**src/rtl/apb_pkg.sv**
```systemverilog
// Shared APB definitions for the requester and the memory slaves.
package apb_pkg;

  typedef enum logic [1:0] {
    IDLE   = 2'd0,
    SETUP  = 2'd1,
    ACCESS = 2'd2,
    RESP   = 2'd3
  } apb_state_e;

  localparam logic SEL_S1 = 1'b0;
  localparam logic SEL_S2 = 1'b1;

  localparam int MEM_DEPTH_DEF = 64;

endpackage

```
**src/rtl/apb_timeout_ctr.sv**
```systemverilog
// ACCESS-phase wait counter; tc_o flags that the next un-ready cycle hits the limit.
module apb_timeout_ctr #(
  parameter int TIMEOUT = 16,
  parameter int CNT_W   = 8
) (
  input  logic clk_i,
  input  logic rst_ni,
  input  logic clr_i,
  input  logic inc_i,
  output logic tc_o
);

  logic [CNT_W-1:0] cnt_q;

  always_ff @(posedge clk_i or negedge rst_ni) begin
    if (!rst_ni)     cnt_q <= '0;
    else if (clr_i)  cnt_q <= '0;
    else if (inc_i)  cnt_q <= cnt_q + 1'b1;
  end

  assign tc_o = (cnt_q == CNT_W'(TIMEOUT - 1));

endmodule

```
**src/rtl/apb_master.sv**
```systemverilog
// APB requester: one valid/ready command in, SETUP/ACCESS on one of two slaves,
// single-cycle response strobe out. Owns slave decode, PRDATA mux and timeout.
module apb_master
  import apb_pkg::*;
#(
  parameter int ADDR_W    = 8,
  parameter int DATA_W    = 8,
  parameter int MEM_DEPTH = MEM_DEPTH_DEF,
  parameter int TIMEOUT   = 16
) (
  input  logic              PCLK,
  input  logic              PRESETn,
  input  logic              req_valid,
  output logic              req_ready,
  input  logic              req_write,
  input  logic              req_sel,
  input  logic [ADDR_W-1:0] req_addr,
  input  logic [DATA_W-1:0] req_wdata,
  output logic              rsp_valid,
  output logic [DATA_W-1:0] rsp_rdata,
  output logic              rsp_err,
  output logic              PSEL1,
  output logic              PSEL2,
  output logic              PENABLE,
  output logic              PWRITE,
  output logic [ADDR_W-1:0] PADDR,
  output logic [DATA_W-1:0] PWDATA,
  input  logic [DATA_W-1:0] PRDATA1,
  input  logic [DATA_W-1:0] PRDATA2,
  input  logic              PREADY1,
  input  logic              PREADY2
);

  apb_state_e        state_q, state_d;
  logic              write_q, write_d, sel_q, sel_d;
  logic [ADDR_W-1:0] addr_q, addr_d;
  logic [DATA_W-1:0] wdata_q, wdata_d, rdata_q, rdata_d;
  logic              err_q, err_d;
  logic              psel1_q, psel2_q, penable_q, rsp_valid_q;
  logic              cnt_inc, cnt_clr, cnt_tc;
  logic              ready;
  logic [DATA_W-1:0] prdata;
  logic              xfer_d;

  // Only the latched slave's handshake and data are looked at.
  assign ready  = (sel_q == SEL_S2) ? PREADY2 : PREADY1;
  assign prdata = (sel_q == SEL_S2) ? PRDATA2 : PRDATA1;

  apb_timeout_ctr #(.TIMEOUT(TIMEOUT)) u_tmo (
    .clk_i  (PCLK),
    .rst_ni (PRESETn),
    .clr_i  (cnt_clr),
    .inc_i  (cnt_inc),
    .tc_o   (cnt_tc)
  );

  always_comb begin
    state_d = state_q;
    write_d = write_q;
    sel_d   = sel_q;
    addr_d  = addr_q;
    wdata_d = wdata_q;
    rdata_d = rdata_q;
    err_d   = err_q;
    cnt_inc = 1'b0;
    cnt_clr = 1'b0;
    case (state_q)
      IDLE: if (req_valid) begin
        write_d = req_write;
        sel_d   = req_sel;
        addr_d  = req_addr;
        wdata_d = req_wdata;
        rdata_d = '0;
        err_d   = 1'b0;
        if (32'(req_addr) >= 32'(MEM_DEPTH)) begin
          err_d   = 1'b1;
          state_d = RESP;
        end else begin
          state_d = SETUP;
        end
      end
      SETUP: state_d = ACCESS;
      ACCESS: begin
        if (ready) begin
          rdata_d = write_q ? '0 : prdata;
          err_d   = 1'b0;
          state_d = RESP;
        end else begin
          cnt_inc = 1'b1;
          if (cnt_tc) begin
            rdata_d = '0;
            err_d   = 1'b1;
            state_d = RESP;
          end
        end
      end
      RESP: begin
        cnt_clr = 1'b1;
        state_d = IDLE;
      end
      default: state_d = IDLE;
    endcase
  end

  assign xfer_d = (state_d == SETUP) || (state_d == ACCESS);

  // APB/response outputs are registered from the next state so they line up with it.
  always_ff @(posedge PCLK or negedge PRESETn) begin
    if (!PRESETn) begin
      state_q     <= IDLE;
      write_q     <= 1'b0;
      sel_q       <= SEL_S1;
      addr_q      <= '0;
      wdata_q     <= '0;
      rdata_q     <= '0;
      err_q       <= 1'b0;
      psel1_q     <= 1'b0;
      psel2_q     <= 1'b0;
      penable_q   <= 1'b0;
      rsp_valid_q <= 1'b0;
    end else begin
      state_q     <= state_d;
      write_q     <= write_d;
      sel_q       <= sel_d;
      addr_q      <= addr_d;
      wdata_q     <= wdata_d;
      rdata_q     <= rdata_d;
      err_q       <= err_d;
      psel1_q     <= xfer_d && (sel_d == SEL_S1);
      psel2_q     <= xfer_d && (sel_d == SEL_S2);
      penable_q   <= (state_d == ACCESS);
      rsp_valid_q <= (state_d == RESP);
    end
  end

  assign req_ready = (state_q == IDLE);
  assign rsp_valid = rsp_valid_q;
  assign rsp_rdata = rdata_q;
  assign rsp_err   = err_q;
  assign PSEL1     = psel1_q;
  assign PSEL2     = psel2_q;
  assign PENABLE   = penable_q;
  assign PWRITE    = write_q;
  assign PADDR     = addr_q;
  assign PWDATA    = wdata_q;

endmodule
```
**config.mk**
```make
export PLATFORM = sky130hd
export DESIGN_NAME = apb_master
export DESIGN_NICKNAME = d
export VERILOG_FILES = /design/src/rtl/apb_pkg.sv /design/src/rtl/apb_timeout_ctr.sv /design/src/rtl/apb_master.sv
export SDC_FILE = /design/constraint.sdc
export NUM_CORES = 1
export LEC_CHECK = 0
export ABC_CLOCK_PERIOD_IN_PS = 1790
export CAP_MARGIN = 5
export CORE_AREA = 3 3 74 76
export DETAILED_ROUTE_END_ITERATION = 6
export DIE_AREA = 0 0 77 79
export PLACE_DENSITY = 0.73
export REMOVE_ABC_BUFFERS = 1
export SLEW_MARGIN = 30
export SYNTH_ARGS = -nofsm -noshare
export SYNTH_HDL_FRONTEND = slang
export SYNTH_SLANG_ARGS = --single-unit
export TNS_END_PERCENT = 1
```
**constraint.sdc**
```tcl
create_clock -name PCLK -period 1.79 [get_ports PCLK]
set_input_delay 0.358 -clock PCLK [delete_from_list [all_inputs] [get_ports PCLK]]
set_output_delay 0.358 -clock PCLK [all_outputs]
set_load 0.01 [all_outputs]
```
==> Word-level counts from Yosys, hierarchy flattened <==
Index checks and enable logic that the tools add are counted.
{ "classes": {"n_addsub": 1, "magnitude_cmp": 1, "eq_ne": 9, "n_mux": 24, "n_bitwise": 1, "reduce_logical": 8} }
{ "ops": {"columns": ["op", "n"], "rows": [
  ["8-bit 2-to-1 mux", 7],
  ["8-bit one-hot mux with 2 select lines", 1],
  ["1-bit 2-to-1 mux", 10],
  ["8-bit by 1-bit adder with 8-bit output, second input constant", 1],
  ["2-bit == test, second input constant", 4],
  ["8-bit by 4-bit == test with 1-bit output, second input constant", 1],
  ["8-bit by 7-bit greater-or-equal comparator with 1-bit output, second input constant", 1],
  ["2-bit 2-to-1 mux", 4],
  ["2-bit one-hot mux with 4 select lines", 1],
  ["2-bit by 1-bit == test with 1-bit output, second input constant", 2],
  ["2-bit nonzero test", 2],
  ["3-bit inequality test, second input constant", 1],
  ["3-bit AND reduction", 1],
  ["1-bit logical AND", 2],
  ["2-bit logical NOT", 1],
  ["2-bit inequality test, second input constant", 1],
  ["1-bit one-hot mux with 2 select lines", 1],
  ["2-bit AND reduction", 1],
  ["1-bit logical OR", 1],
  ["1-bit inverter", 1]
]} }
{ "word_totals": {"register_bits": 41, "in_bits": 39, "out_inout_bits": 31, "word_cells": 56} }

==> Logic depth before layout (Yosys ltp) <==
{ "logic_depth": {"depth_word": 7, "ltp_mapped": 7} }

==> Modules after synthesis <==
Synthesis repeated with hierarchy kept, for this count alone.
{ "hier_totals": {"hier_cells": 134, "hier_area_um2": 1783.0} }
{ "modules_own_cells": {"columns": ["mod", "instances", "cells_each", "area_per_inst_um2", "seq_area_each_um2"], "rows": [
  ["apb_master", 1, 95, 1388.8, 825.8],
  ["apb_timeout_ctr", 1, 39, 394.1, 200.2]
]} }

==> Least setup slack after synthesis <==
Ideal clock, no wire load.
{ "synth_timing": {"kind": "flip-flop to flip-flop", "startpoint": "register state_q[0]", "endpoint": "register psel1_q (netlist: PSEL1)", "setup_time_ns": 0.119, "t_arrival_ns": 1.611, "t_required_ns": 1.671, "setup_slack_ns": 0.060, "stages_incl_launch_ff": 8, "synth_period_minus_slack_ns": 1.730, "path_cell_list": "dfrtp_1 > inv_1 > ha_1 > inv_1 > nor3_1 > a31oi_1 > ha_1 > and2_1"} }
{ "synth_between": {"elab_cells_between_ends": 14} }
{ "synth_rtl": {"columns": ["element", "line", "source"], "rows": [
  ["start, declared", "apb_master.sv:34", "apb_state_e state_q, state_d;"],
  ["start signal, assigned", "apb_master.sv:122", "state_q <= state_d;"],
  ["2-bit logical NOT (*)", null, null],
  ["via req_ready", "apb_master.sv:14", "output logic req_ready,"],
  ["2-bit one-hot mux with 4 select lines", "apb_master.sv:67", "case (state_q)"],
  ["2-bit by 1-bit == test with 1-bit output or 2-bit == test (tied branches)", "apb_master.sv:105", "assign xfer_d = (state_d == SETUP) || (state_d == ACCESS);"],
  ["1-bit logical OR", "apb_master.sv:105", null],
  ["1-bit logical AND (*)", "apb_master.sv:129", "psel1_q <= xfer_d && (sel_d == SEL_S1);"],
  ["end signal, assigned", "apb_master.sv:129", null],
  ["end, declared", "apb_master.sv:39", "logic psel1_q, psel2_q, penable_q, rsp_valid_q;"]
]} }
Mark *: on every way through the listed nets, which the timed path passes. The rest lies on a longest branch.
A chain may end at the register's enable or synchronous reset.

==> Final worst setup path <==
{ "layout_timing": {"startpoint": "register state_q[0]", "endpoint": "register rdata_q[6] (netlist: rsp_rdata[6])"} }
{ "layout_between": {"elab_chain_len": 3, "elab_cells_between_ends": 7} }
{ "layout_lines": {"columns": ["element", "line", "source"], "rows": [
  ["2-bit == test or 2-bit logical NOT (tied branches)", "apb_master.sv:67", null],
  ["3-bit inequality test (no line) (tied with other cells)", null, null],
  ["3-bit AND reduction (no line)", null, null],
  ["end signal, assigned", "apb_master.sv:127", "rdata_q <= rdata_d;"],
  ["end, declared", "apb_master.sv:37", "logic [DATA_W-1:0] wdata_q, wdata_d, rdata_q, rdata_d;"]
]} }
Several ways; a longest one is shown, not always the timed one.

==> flow_summary.toml <==
[outcome]
status = "finished clean"

[cells_and_area]
multi_input_area_sq_um = 907
final_common_cell = "clkdlybuf4s50_1"
most-common-layout-cells = "67 x clkdlybuf4s50_1, 41 x dfrtp_1, 26 x mux2_2"
nNetsFinal = 289
fillers = 384
final_core_util_pct = 62.8
n_antenna_cell = 0
fin_area_sq_um = 3010
area_growth_pct = 57.5
drive_gt1_share_pct = 27.2
seq_area_sq_um = 1030

[yosys]
synth.distinct_cells = 29
yosysTopAreaCell = "dfrtp_1"
ys_warn_count = 0
synth_area_sq_um = 1910
synth_area_leaders = "dfrtp_1 54%, mux2_2 15%, mux2i_1 5.2%"
seq_area_frac_synth_pct = 53.7
yosysTopAreaCellShare_pct = 53.7
syn_inst = 153
synth_area_per_cell_sq_um = 12.5
synth-seq-cells = 41

[timing]
setup_viol = 0
relSlewSlack_pct = 66.0
setup_ws_ps = 83.7
fmax_ghz = 0.586
grt_setup_unrepaired = "yes"
tns_ps = 0
finalCriticalPeriod_ps = 1710
worst_slew_pin_slew_ps = 510
clock_skew_ps = 8.70
hold_violations = 0
finalCritPeriodShare_pct = 95.3
finalMaxSlewViolations = 0

[worst_setup_path]
path_max_fanout = 5
crit_path_end = "rsp_rdata[6]$_DFFE_PN0P_"
worstReg2RegStart = "state_q[0]$_DFF_PN0_"
rr_endpoint = "rsp_rdata[6]$_DFFE_PN0P_"
crit_required_ps = 1970
ff2ff_path_depth = 6
setup.worst_path.end_class = "flip-flop"
worstPathArrival_ps = 1890
startpoint = "state_q[0]$_DFF_PN0_"
critPathKind = "flip-flop to flip-flop"
startpoint_type = "flip-flop"
r2r_slack_ps = 80

[global_route]
grt_pass1_wl_mm = 7.25
first_global_vias = 1590
antenna_found_initial = 0
grt_use_total_pct = 15.0
grt_max_degree = 22
overflow = 0

[clock_network]
clk_pin_slew_ps = 80
hold_buffers = 0
clk_path_buf_depth = 2
clock_latency_ps = 290
cts_sinks = 41
clockRootBuffer = "clkbuf_8"
numCtsBuffers = 5
htreeDepth = 2
tritoncts = "yes"

[place]
io_buffers = 69
gp_congestion = 0.735
dpl_cell_area_sq_um = 2800
place_ws_ps = -220
hpwl_mm = 3.29

[floorplan]
initial_core_util_pct = 39.9
die_width_um = 77
ios = 70
row_count = 25
dieHeight_um = 79
die_area_sq_um = 6080
core_area_sq_um = 4790

[route]
routed.top_layer = "met4"
drtAntennaViolNets = 0
drt_iter0_markers = 74
via_per_inst = 4.72
drtPass1Iterations = 4
wl_met3_um = 290
wl_mm = 4.39
drcViolationCount = 0
vias = 1478
dr_wl_met2_mm = 2.19
wl_met1_mm = 1.84
wl_per_cell_um = 14.0

[flow_run]
maxCapViolations = 0

[power]
ir_drop_uv = 766
powerDensity_nw_per_um2 = 1610
leakagePower_uw = 0.00133
power_uw = 4830

[hold_path]
worstHoldPathType = "input port to asynchronous set/reset pin"
[flip-flops by register name (all words and copies together), names as in the netlist]
| signal | flops |
|---|---|
| PSEL2 | 1 |
| PENABLE | 1 |
| PWRITE | 1 |
| PWDATA | 8 |
| rsp_rdata | 8 |
| rsp_valid | 1 |
| sel_q | 1 |
| PSEL1 | 1 |
| rsp_err | 1 |
| u_tmo.cnt_q | 8 |
| state_q | 2 |
| PADDR | 8 |
[critical path, stage by stage (launching register included)]
cell,delay (ps)
dfrtp_1,380
inv_1,80
ha_2,180
nor3b_4,220
nand3_4,150
a2bb2oi_4,250
mux2_2,360
[per-stage QoR]
stage / hold slack (ps) / std cells
floorplan: 62.4 / 148
global placement: 353 / 302
detailed placement: 358 / 302
CTS: 36.7 / 310
global route: 46.9 / 313
finish: 29.2 / 313
[cell usage after synthesis (all sizes together)]
cell type and number:
a21oi 2, a2bb2oi 1, a31oi 2, and2 2, and3 2, buf 5, dfrtp 41, ha 5
inv 6, mux2 27, mux2i 12, nand2 6, nand3 6, nand4 2, nor2 18, nor2b 2
nor3 1, nor3b 1, nor4 1, o21ai 3, or3 1, or4 1, xnor2 1, xor2 5
[power by group]
| group | total, uW | internal, uW | switching, uW |
|---|---|---|---|
| registers | 1510 | 1310 | 199 |
| logic | 2550 | 1500 | 1050 |
| clock network | 765 | 455 | 311 |
| total | 4830 | 3270 | 1560 |
[worst min-delay path by stage]
stage	start	to	slack [ps]
6_report	PRESETn	rsp_rdata[0]$_DFFE_PN0P_	30
5_1_grt	PRESETn	rsp_rdata[0]$_DFFE_PN0P_	50
4_1_cts	PRESETn	rsp_rdata[0]$_DFFE_PN0P_	40
3_5_place_dp	PRESETn	u_tmo.cnt_q[3]$_DFFE_PN0P_	360
3_3_place_gp	PRESETn	u_tmo.cnt_q[5]$_DFFE_PN0P_	350
2_1_floorplan	PRESETn	PADDR[0]$_DFFE_PN0P_	60
[cell families after synthesis]
family	count (synthesis)	share of synthesized area, %
adder cells (fa/ha/maj)	5	3.28
XOR/XNOR	6	2.75
AND/OR/NAND/NOR	43	10.9
buffers and inverters	11	2.69
multiplexers	39	23.3
flip-flops	41	53.7
AO/OA/AOI/OAI	8	3.34
[cell type report]
class | instances | share of cell area [%]
flip-flops and latches | 41 | 34.1
clock buffers | 7 | 2.87
repair buffers | 89 | 28.2
inverters | 6 | 0.874
multi-input cells | 102 | 30.2
clock inverters | 1 | 0.999
well taps | 67 | 2.79
[layer usage]
layer,global-route usage [%],up-vias
met1,18.9,708
met2,24.0,47
li1,-,714
met3,4.65,9
met5,0,-
met4,6.23,0
[timing repair]
item,CTS,global route
resized for setup,4,9
endpoints found under the setup margin,10,11
pin swaps,2,3
buffers inserted,0,2
cloned,0,1
(Power assumes the default switching activity.)
